--- src/rtl/key_pkg.sv ---
// Shared types and constants for the push-button conditioner.
package key_pkg;

    typedef enum logic [1:0] {
        UP        = 2'd0,
        WAIT_DOWN = 2'd1,
        DOWN      = 2'd2,
        WAIT_UP   = 2'd3
    } key_state_e;

    localparam int   DEBOUNCE_50MHZ_10MS = 500000;
    localparam logic KEY_RELEASED        = 1'b1;

endpackage

--- src/rtl/key_debounce.sv ---
// One key channel: 2-flop synchronizer, debounce counter/FSM, and
// registered level and press/release strobes.
module key_debounce
    import key_pkg::*;
#(
    parameter int DEBOUNCE_CYCLES = DEBOUNCE_50MHZ_10MS,
    parameter int CNT_W           = $clog2(DEBOUNCE_CYCLES + 1)
) (
    input  logic clk,
    input  logic clr,
    input  logic ie_i,
    input  logic key_raw_i,
    output logic key_clean_o,
    output logic key_press_o,
    output logic key_release_o,
    output logic busy_o
);

    localparam logic [CNT_W-1:0] CNT_MAX = CNT_W'(DEBOUNCE_CYCLES);
    localparam logic [CNT_W-1:0] CNT_ONE = CNT_W'(1);

    logic             s;
    logic [1:0]       sync_q;
    logic             sync;
    key_state_e       state_q, state_d;
    logic [CNT_W-1:0] cnt_q, cnt_d;
    logic             clean_q, press_q, release_q, busy_q;
    logic             clean_d, press_d, release_d, busy_d;

    // A disabled input looks exactly like a released key.
    assign s    = ie_i ? KEY_RELEASED : key_raw_i;
    assign sync = sync_q[1];

    always_ff @(posedge clk or negedge clr) begin
        if (!clr) begin
            sync_q <= 2'b11;
        end else begin
            sync_q <= {sync_q[0], s};
        end
    end

    always_comb begin
        state_d = state_q;
        cnt_d   = cnt_q;
        unique case (state_q)
            UP: begin
                if (!sync) begin
                    state_d = WAIT_DOWN;
                    cnt_d   = CNT_ONE;
                end else begin
                    cnt_d = '0;
                end
            end
            WAIT_DOWN: begin
                if (sync) begin
                    state_d = UP;
                    cnt_d   = '0;
                end else if (cnt_q == CNT_MAX) begin
                    state_d = DOWN;
                    cnt_d   = '0;
                end else begin
                    cnt_d = cnt_q + CNT_ONE;
                end
            end
            DOWN: begin
                if (sync) begin
                    state_d = WAIT_UP;
                    cnt_d   = CNT_ONE;
                end else begin
                    cnt_d = '0;
                end
            end
            WAIT_UP: begin
                if (!sync) begin
                    state_d = DOWN;
                    cnt_d   = '0;
                end else if (cnt_q == CNT_MAX) begin
                    state_d = UP;
                    cnt_d   = '0;
                end else begin
                    cnt_d = cnt_q + CNT_ONE;
                end
            end
            default: begin
                state_d = UP;
                cnt_d   = '0;
            end
        endcase
    end

    // Outputs are decoded from the next state so they line up with it.
    always_comb begin
        clean_d   = !(state_d == DOWN || state_d == WAIT_UP);
        press_d   = (state_q == WAIT_DOWN) && (state_d == DOWN);
        release_d = (state_q == WAIT_UP) && (state_d == UP);
        busy_d    = (state_d == WAIT_DOWN) || (state_d == WAIT_UP);
    end

    always_ff @(posedge clk or negedge clr) begin
        if (!clr) begin
            state_q   <= UP;
            cnt_q     <= '0;
            clean_q   <= KEY_RELEASED;
            press_q   <= 1'b0;
            release_q <= 1'b0;
            busy_q    <= 1'b0;
        end else begin
            state_q   <= state_d;
            cnt_q     <= cnt_d;
            clean_q   <= clean_d;
            press_q   <= press_d;
            release_q <= release_d;
            busy_q    <= busy_d;
        end
    end

    assign key_clean_o   = clean_q;
    assign key_press_o   = press_q;
    assign key_release_o = release_q;
    assign busy_o        = busy_q;

endmodule

--- src/rtl/key_conditioner.sv ---
// Debounced front-end for the active-low board push-buttons; KEY_clean
// feeds the clock manager and the other control modules.
module key_conditioner
    import key_pkg::*;
#(
    parameter int N_KEYS          = 4,
    parameter int DEBOUNCE_CYCLES = DEBOUNCE_50MHZ_10MS,
    parameter int CNT_W           = $clog2(DEBOUNCE_CYCLES + 1)
) (
    input  logic              clk,
    input  logic              clr,
    input  logic              IE,
    input  logic [N_KEYS-1:0] KEY_raw,
    output logic [N_KEYS-1:0] KEY_clean,
    output logic [N_KEYS-1:0] KEY_press,
    output logic [N_KEYS-1:0] KEY_release,
    output logic              busy
);

    logic [N_KEYS-1:0] busy_w;

    for (genvar i = 0; i < N_KEYS; i++) begin : g_key
        key_debounce #(
            .DEBOUNCE_CYCLES(DEBOUNCE_CYCLES),
            .CNT_W          (CNT_W)
        ) u_key (
            .clk          (clk),
            .clr          (clr),
            .ie_i         (IE),
            .key_raw_i    (KEY_raw[i]),
            .key_clean_o  (KEY_clean[i]),
            .key_press_o  (KEY_press[i]),
            .key_release_o(KEY_release[i]),
            .busy_o       (busy_w[i])
        );
    end

    assign busy = |busy_w;

endmodule

--- config.mk ---
export PLATFORM = sky130hd
export DESIGN_NAME = key_conditioner
export DESIGN_NICKNAME = d
export VERILOG_FILES = /design/src/rtl/key_pkg.sv /design/src/rtl/key_debounce.sv /design/src/rtl/key_conditioner.sv
export SDC_FILE = /design/constraint.sdc
export NUM_CORES = 1
export LEC_CHECK = 0
export CAP_MARGIN = 15
export CELL_PAD_IN_SITES_DETAIL_PLACEMENT = 1
export CELL_PAD_IN_SITES_GLOBAL_PLACEMENT = 1
export CORE_AREA = 10 10 132 134
export CTS_BUF_LIST = sky130_fd_sc_hd__clkbuf_4
export CTS_CLUSTER_DIAMETER = 40
export DETAILED_ROUTE_END_ITERATION = 8
export DIE_AREA = 0 0 142 144
export PLACE_DENSITY_LB_ADDON = 0.1
export SYNTH_ARGS = -nofsm -noshare
export SYNTH_HDL_FRONTEND = slang
export SYNTH_SLANG_ARGS = --single-unit
--- constraint.sdc ---
create_clock -name clk -period 4.28 [get_ports clk]
set_input_delay 0.428 -clock clk [delete_from_list [all_inputs] [get_ports clk]]
set_output_delay 0.428 -clock clk [all_outputs]
set_load 0.1 [all_outputs]
==> run summary, run 1 <==
status -> complete, no violations
setup repair bufs after CTS -> 0
row count -> 45
Post-Route Setup TNS -> 0 ns
global routing usage on met1 -> 0.146
Rel. slew slack -> 0.295
DP Wirelength -> 7840 um
clk root buf -> clkbuf_4
RSZ-0062 raised after global routing -> no
Clock power frac -> 0.339
syn nets -> 518
Avg Cell Area, Syn -> 10.2 um^2
pwr/cell area -> 289 nW/um^2
FF+latch count, synth -> 104
CTS resizes -> 0
clk slew on worst S/H paths -> 0.17 ns
area of the multi-input gates -> 2220 um^2
synthesized area -> 5120 um^2
post-route ant nets -> 0
vias in the first global route -> 3886
clk_lat worst skew -> 0.48 ns
Switch Pwr -> 0.399 mW
post-route insts no fill -> 707
FF/Latch Area -> 2620 um^2
Setup crit end kind -> output port
H-tree Lvls -> 3
final worst-path setup slack -> 1.62 ns
Crit Path Max Fanout -> 3
total grt overflow -> 0
Layout Utilization -> 0.374
share of cells above drive strength 1 -> 0.0965
Worst Skew -> 0.0176 ns
dpl cells -> 689
Power Total -> 1.61 mW
CTS tree -> built
minimum clock period -> 2.66 ns
DRT Pass-1 Iters -> 4
GR Util met3 -> 0.0367
Worst EP arrival -> 2.24 ns
Final Hold Viols -> 0
Synth top cells by count -> dfrtp_1 (92), nor2_1 (71), inv_1 (35), xnor2_1 (35), nand3_1 (29)
most used routing layer -> met2
global-route wire length before repair -> 19600 um
WP data required -> 3.85 ns
Area after DPL -> 5410 um^2
most frequent cell after synthesis -> dfrtp_1
Sw Ratio -> 0.249
Seq pwr share -> 0.625
hold slack -> 0.377 ns
Initial Utilization -> 0.344
fin. max-slew vios -> 0
startpoint types -> register
max_cap viols -> 0
share of the synthesized area in the top cell type -> 0.450
io pins -> 20
DRC violation count after routing -> 0
CTS Hold Bufs -> 1
RD Place Congestion -> 0.749
First DRT Iteration DRCs -> 117
die area -> 20400 um^2
number of fill cells -> 1695
Top FF cell, synth -> dfrtp_1
unique cell type count in the Yosys netlist -> 47
Gate power share -> 0.036
Seq/Total Area, Yosys -> 0.512
Final Cell Area -> 5570 um^2
Hold Path Class -> reg2reg
CP Cell Sequence -> inv_1 -> nand4_1 -> clkdlybuf4s50_1
Total GRT Usage -> 0.117
fraction of registers with async set/reset -> 1.00
leading area contributor after synthesis -> dfrtp_1
PortBufs -> 19
kind of critical path -> reg2out
deepest clock path buffer count -> 2
critical path's slowest cell -> clkdlybuf4s50_1
Syn Inst Count -> 503
CTS Buf Count -> 9
post-route clock period utilization -> 0.622
top cells by area, synth -> dfrtp_1 (45%), dfstp_2 (6.2%), xnor2_1 (6.0%)
met2 Usage GRT -> 0.192
DRT Wirelength -> 11300 um
internal power -> 1.21 mW
Core ar. -> 14900 um^2
area delta synth->final -> 8.78%
Synth Warn # -> 0
vias per cell -> 5.11
Worst Tran Pin Value -> 1.05 ns
Final #Nets -> 528
largest net degree at the start of global routing -> 39
total leakage power -> 2.09 nW
Max Fclk -> 375 MHz
initial antenna violation count -> 1
worst vdd ir -> 0.127 mV
vias -> 3613
Setup WS pre-CTS -> 1.94 ns
DR WL/cell -> 15.9 um
Die Height -> 144 um
crit-path max cell delay -> 1.16 ns
Sink Count -> 104
final setup violation count -> 0
Post-synth EDFFs -> 0
Die W -> 142 um
==> metal layers <==
metal / wire (um) / vias to the layer above
met4: 106 / 0
met5: 0 / -
li1: - / 1752
met2: 5410 / 29
met1: 5370 / 1827
met3: 368 / 5
==> worst paths after layout <==
check | from | end | slack (ns) | cells after the start
max in group asynchronous | clr | g_key[2].u_key.key_clean_o | 3.03 | 3
hold / removal | g_key[1].u_key.sync_q[0] | g_key[1].u_key.sync_q[1] | 0.38 | 0
hold reg to reg | g_key[1].u_key.sync_q[0] | g_key[1].u_key.sync_q[1] | 0.38 | 0
setup reg to reg | g_key[3].u_key.cnt_q[9] | g_key[3].u_key.cnt_q[6] | 1.95 | 4
min in group asynchronous | clr | g_key[1].u_key.cnt_q[13] | 0.39 | 2
setup / recovery | g_key[2].u_key.state_q[0] | busy | 1.62 | 3
==> layout by cell type, fill, tap and decap left out, types with 3 or more instances in the layout <==
cell type        instances
dfrtp_1                 92
nor2_1                  71
inv_1                   35
xnor2_1                 35
nand3_1                 29
xor2_1                  20
clkdlybuf4s50_1         18
a21oi_1                 17
nand4_1                 16
and3_1                  15
nand2_1                 14
nor3_1                  13
nor4_1                  12
o21ai_0                 12
dfstp_2                 12
clkbuf_4                11
or3_1                   10
mux2i_1                  8
ha_1                     8
nor4b_1                  7
or2_2                    6
or4_1                    5
and4_1                   4
nand4b_1                 4
a211oi_1                 4
nand3b_1                 3
o31ai_1                  3
or4_4                    3
buf_4                    3
==> power by group through the flow <==
stage / Combinational, mW / Clock (mW) / Sequential, mW
5_1_grt: 0.0679 / 0.628 / 1.01
4_1_cts: 0.0620 / 0.578 / 1.00
3_3_place_gp: 0.0595 / 0 / 1.02
2_1_floorplan: 0.0258 / 0 / 1.02
6_report: 0.0584 / 0.544 / 1.00
3_5_place_dp: 0.0611 / 0 / 1.02
==> final cells by class <==
type,count,area share
diodes,1,0.000450
clock buffers,11,0.0148
clock inverters,5,0.0112
inverters,35,0.0236
multi-input cells,341,0.399
flip-flops and latches,104,0.470
well taps,188,0.0423
repair buffers,22,0.0382
==> registers in the layout, indices dropped and copies added, names as in the netlist <==
name                       cells
g_key.u_key.state_q            7
g_key.u_key.key_clean_o        4
g_key.u_key.sync_q             8
g_key.u_key.busy_o             1
g_key.u_key.key_release_o      4
g_key.u_key.key_press_o        4
g_key.u_key.cnt_q             76
==> critical path, delay by kind of cell (launching register included) <==
family | cells | cell delay [ns]
buf+inv | 2 | 1.23
flops | 1 | 0.41
simple gates | 1 | 0.12
==> kinds of logic after synthesis <==
family,Yosys count,share of synthesized area
buf+inv,58,0.0543
mux,8,0.0157
flops,104,0.512
compound gates,41,0.0509
simple gates,229,0.254
xor+xnor,55,0.0942
fa+ha+maj,8,0.0196
Power figures use the tool's default switching activity.
==> run 2, diff against run 1 <==
clock period = 2.4 ns   (was 4.28 ns; I/O delays follow)
==> run summary, run 2 (synthesized netlist as in run 1, its figures left out) <==
fin. max-slew vios -> 0
total leakage power -> 2.14 nW
post-route ant nets -> 0
commonest non-fill, non-tap cell in the layout -> dfrtp_1
Worst Skew -> 0.0114 ns
Sink Count -> 104
DP Wirelength -> 7760 um
post-route insts no fill -> 714
hold slack -> 0.197 ns
DRT Pass-1 Iters -> 4
CTS Hold Bufs -> 1
Core ar. -> 14900 um^2
total grt overflow -> 0
Die Height -> 144 um
Area after DPL -> 5440 um^2
Total GRT Usage -> 0.116
Gate power share -> 0.039
Sw Ratio -> 0.242
global-route wire length before repair -> 19300 um
status -> complete, no violations
Die W -> 142 um
First DRT Iteration DRCs -> 167
Hold Path Class -> in2async
CTS tree -> built
max reg flops -> 76
R2R Setup Slk -> 0.46 ns
largest net degree at the start of global routing -> 54
Worst Reg-to-Reg Cells -> 5
DR WL/cell -> 15.4 um
Clock power frac -> 0.325
initial antenna violation count -> 1
clk root buf -> clkbuf_4
io pins -> 20
area delta synth->final -> 9.22%
DRT Wirelength -> 11000 um
worst vdd ir -> 0.257 mV
vias -> 3657
max_cap viols -> 0
Final #Nets -> 535
kind of critical path -> reg2reg
PortBufs -> 19
RSZ-0062 raised after global routing -> no
row count -> 45
clk slew on worst S/H paths -> 0.15 ns
Final Cell Area -> 5590 um^2
Crit Path Max Fanout -> 5
CTS resizes -> 0
WP data required -> 2.81 ns
H-tree Lvls -> 3
number of fill cells -> 1728
post-route clock period utilization -> 0.810
Layout Utilization -> 0.376
startpoint types -> register
vias per cell -> 5.12
internal power -> 2.13 mW
Seq pwr share -> 0.636
vias in the first global route -> 3841
leading registers by flop count -> g_key.u_key.cnt_q (76), g_key.u_key.sync_q (8), g_key.u_key.state_q (7)
Max Fclk -> 514 MHz
Initial Utilization -> 0.344
Final Hold Viols -> 0
minimum clock period -> 1.94 ns
pwr/cell area -> 504 nW/um^2
RR Startpoint -> g_key[2].u_key.cnt_q[0]
final setup violation count -> 0
die area -> 20400 um^2
deepest clock path buffer count -> 2
RD Place Congestion -> 0.761
setup repair bufs after CTS -> 0
Rel. slew slack -> 0.598
Post-Route Setup TNS -> 0 ns
Setup crit end kind -> register
CTS Buf Count -> 9
Worst Tran Pin Value -> 0.598 ns
clk_lat worst skew -> 0.48 ns
Worst EP arrival -> 2.35 ns
Switch Pwr -> 0.682 mW
DRC violation count after routing -> 0
RR Endpoint -> g_key[2].u_key.cnt_q[18]
dpl cells -> 696
Biggest register -> g_key.u_key.cnt_q
commonest cells after routing, fill and taps aside -> dfrtp_1 (92), nor2_1 (71), inv_1 (35), xnor2_1 (35), nand3_1 (29)
share of cells above drive strength 1 -> 0.130
run 2: cell types whose count changed in the layout (fill, tap and decap cells not counted), sizes merged:
cell / delta
buf: +20
clkdlybuf4s50: -13
clkinv: +5
clkinvlp: -2
inv: -2
clkbuf: -1
run 2: how the worst max path moves through the flow:
| stage | from | endpoint | slack, ns |
|---|---|---|---|
| after floorplan | g_key[2].u_key.cnt_q[0] | g_key[2].u_key.cnt_q[18] | 0.61 |
| after global placement | g_key[2].u_key.cnt_q[0] | g_key[2].u_key.cnt_q[18] | 0.51 |
| after detailed placement | g_key[2].u_key.cnt_q[0] | g_key[2].u_key.cnt_q[18] | 0.47 |
| after CTS | g_key[2].u_key.cnt_q[0] | g_key[2].u_key.cnt_q[18] | 0.43 |
| after global routing | g_key[1].u_key.cnt_q[2] | g_key[1].u_key.state_q[1] | 0.28 |
| final | g_key[2].u_key.cnt_q[0] | g_key[2].u_key.cnt_q[18] | 0.46 |
run 2: critical path, cell delays in order, from the launching register on:
cell and delay (ns):
dfrtp_1 0.45, ha_1 0.22, nand3_1 0.18, or4_4 0.54, or3_1 0.35, a21oi_1 0.14
run 2: cell type report:
cell class / instances / area (um^2) / area share
sequential: 104 / 2620 / 0.468
multi-input combinational: 341 / 2220 / 0.397
timing repair buffer: 29 / 245 / 0.0439
tap: 188 / 235 / 0.0421
inverter: 35 / 131 / 0.0235
clock buffer: 10 / 75.1 / 0.0134
clock inverter: 6 / 60.1 / 0.0107
antenna: 1 / 2.50 / 0.000448
run 2: per-layer routing:
| layer | vias up | track usage | wire length [um] |
|---|---|---|---|
| met5 | - | 0 | 0 |
| met1 | 1853 | 0.147 | 5290 |
| met4 | 0 | 0.0393 | 159 |
| met3 | 11 | 0.0325 | 307 |
| met2 | 29 | 0.185 | 5210 |
| li1 | 1764 | - | - |
run 2: power by group through the flow:
stage	sequential (mW)	clock (mW)	combinational, mW
after detailed placement	1.82	0	0.113
after CTS	1.79	0.978	0.115
final	1.79	0.915	0.110
after global placement	1.82	0	0.113
after floorplan	1.82	0	0.0459
after global routing	1.79	1.04	0.126
run 2: per-stage QoR:
stage	setup slack, ns	total power [mW]
after detailed placement	0.471	1.94
after global placement	0.514	1.93
after global routing	0.276	2.96
after CTS	0.433	2.88
final	0.456	2.81
after floorplan	0.610	1.86
==> run 3, diff against run 2 <==
clock period = 1.71 ns   (was 2.4 ns; I/O delays follow)
==> run summary, run 3 (synthesized netlist as in run 1, its figures left out) <==
Gate power share -> 0.045
clk root buf -> clkbuf_4
Die W -> 142 um
dpl cells -> 757
post-route ant nets -> 0
vias in the first global route -> 4295
fin. max-slew vios -> 0
crit-path max cell delay -> 0.47 ns
Final #Nets -> 612
largest net degree at the start of global routing -> 41
worst setup path startpoint -> g_key[2].u_key.cnt_q[0]
Sw Ratio -> 0.243
leading registers by flop count -> g_key.u_key.cnt_q (76), g_key.u_key.sync_q (8), g_key.u_key.state_q (7)
Final Cell Area -> 6550 um^2
RR Startpoint -> g_key[2].u_key.cnt_q[0]
status -> complete, no violations
row count -> 45
First DRT Iteration DRCs -> 132
startpoint types -> register
Worst EP arrival -> 2.13 ns
internal power -> 3.18 mW
area delta synth->final -> 28.0%
kind of critical path -> reg2reg
deepest clock path buffer count -> 2
Biggest register -> g_key.u_key.cnt_q
Clock power frac -> 0.357
PortBufs -> 19
DRT Pass-1 Iters -> 4
Final Hold Viols -> 0
DP Wirelength -> 8790 um
Hold Path Class -> in2async
vias per cell -> 4.99
Setup WS pre-CTS -> -0.132 ns
Setup crit end kind -> register
clk_lat worst skew -> 0.49 ns
RSZ-0062 raised after global routing -> yes
CTS Buf Count -> 9
final setup violation count -> 0
initial antenna violation count -> 1
Die Height -> 144 um
clk slew on worst S/H paths -> 0.17 ns
max reg flops -> 76
post-route insts no fill -> 791
H-tree Lvls -> 3
Worst Skew -> 0.0161 ns
Core ar. -> 14900 um^2
Total GRT Usage -> 0.127
final worst-path setup slack -> 0.00723 ns
critical path's slowest cell -> dfrtp_2
Worst Tran Pin Value -> 0.463 ns
Seq pwr share -> 0.599
share of cells above drive strength 1 -> 0.331
Max Fclk -> 587 MHz
CTS tree -> built
number of fill cells -> 1669
DRT Wirelength -> 12400 um
commonest cells after routing, fill and taps aside -> buf_4 (88), dfrtp_1 (83), nor2_1 (68), xnor2_1 (35), inv_1 (32)
Power Total -> 4.20 mW
minimum clock period -> 1.70 ns
total grt overflow -> 0
Initial Utilization -> 0.344
vias -> 3944
worst vdd ir -> 0.322 mV
CP Cell Sequence -> ha_4 -> nand3_2 -> or4_4 -> or3_4 -> a21oi_2
commonest non-fill, non-tap cell in the layout -> buf_4
WP data required -> 2.14 ns
hold slack -> 0.139 ns
Switch Pwr -> 1.02 mW
Rel. slew slack -> 0.691
io pins -> 20
Worst Reg-to-Reg Cells -> 5
Crit Path Max Fanout -> 5
RD Place Congestion -> 0.773
max_cap viols -> 0
Area after DPL -> 6020 um^2
post-route clock period utilization -> 0.996
DR WL/cell -> 15.7 um
die area -> 20400 um^2
DRC violation count after routing -> 0
pwr/cell area -> 641 nW/um^2
Sink Count -> 104
total leakage power -> 2.61 nW
global-route wire length before repair -> 21000 um
## run 3: final timing paths
kind | to | slack [ns]
max | g_key[2].u_key.cnt_q[18] | 0.007
min | g_key[1].u_key.cnt_q[17] | 0.14
max reg2reg | g_key[2].u_key.cnt_q[18] | 0.007
min reg2reg | g_key[0].u_key.sync_q[1] | 0.37
max in group asynchronous | g_key[3].u_key.sync_q[1] | 0.92
min in group clk | g_key[2].u_key.sync_q[0] | 0.24
## run 3: repair_timing
action | in CTS | in global routing
pin swaps | 9 | 17
endpoints found under the setup margin | 59 | 70
gates resized for setup | 12 | 50
setup buffers | 3 | 13
hold buffers | 1 | 0
hold endpoints to repair | 62 | 0
cloned | 0 | 0
## run 3: worst max-delay path: cells and delay by family, from the launching register on
kind	cells	cell delay (ns)
simple gates	3	0.89
flops	1	0.47
compound gates	1	0.12
fa+ha+maj	1	0.16
## run 3: area by class of cell
type                            instances  area (um^2)  area share
Timing Repair Buffer                  106          943       0.144
Sequential cell                       104         2630       0.401
Clock inverter                          6         92.6      0.0141
Clock buffer                           10         75.1      0.0115
Tap cell                              188          235      0.0359
Antenna cell                            1         2.50    0.000382
Multi-Input combinational cell        341         2440       0.373
Inverter                               35          131      0.0201
## run 3: per-stage QoR
stage	util	setup TNS, ns
after floorplan	-	0
after global placement	0.405	-0.285
after detailed placement	0.405	-0.615
after CTS	0.421	-0.193
after global routing	0.441	-0.870
final	0.441	0
## run 3: per-layer routing
metal  track usage  routed length, um  part of all wire  vias up
li1              -                  -                 -     1921
met1         0.157               5780              0.46     1984
met2         0.211               6200              0.50       28
met3        0.0233                246             0.020       11
met4        0.0543                202             0.016        0
met5             0                  0                 0        -
## run 3: power by group through the flow
stage | Sequential, mW | Clock (mW) | Combinational (mW)
3_5_place_dp | 2.56 | 0 | 0.179
6_report | 2.51 | 1.50 | 0.187
4_1_cts | 2.51 | 1.57 | 0.182
3_3_place_gp | 2.55 | 0 | 0.175
2_1_floorplan | 2.55 | 0 | 0.0649
5_1_grt | 2.52 | 1.69 | 0.213
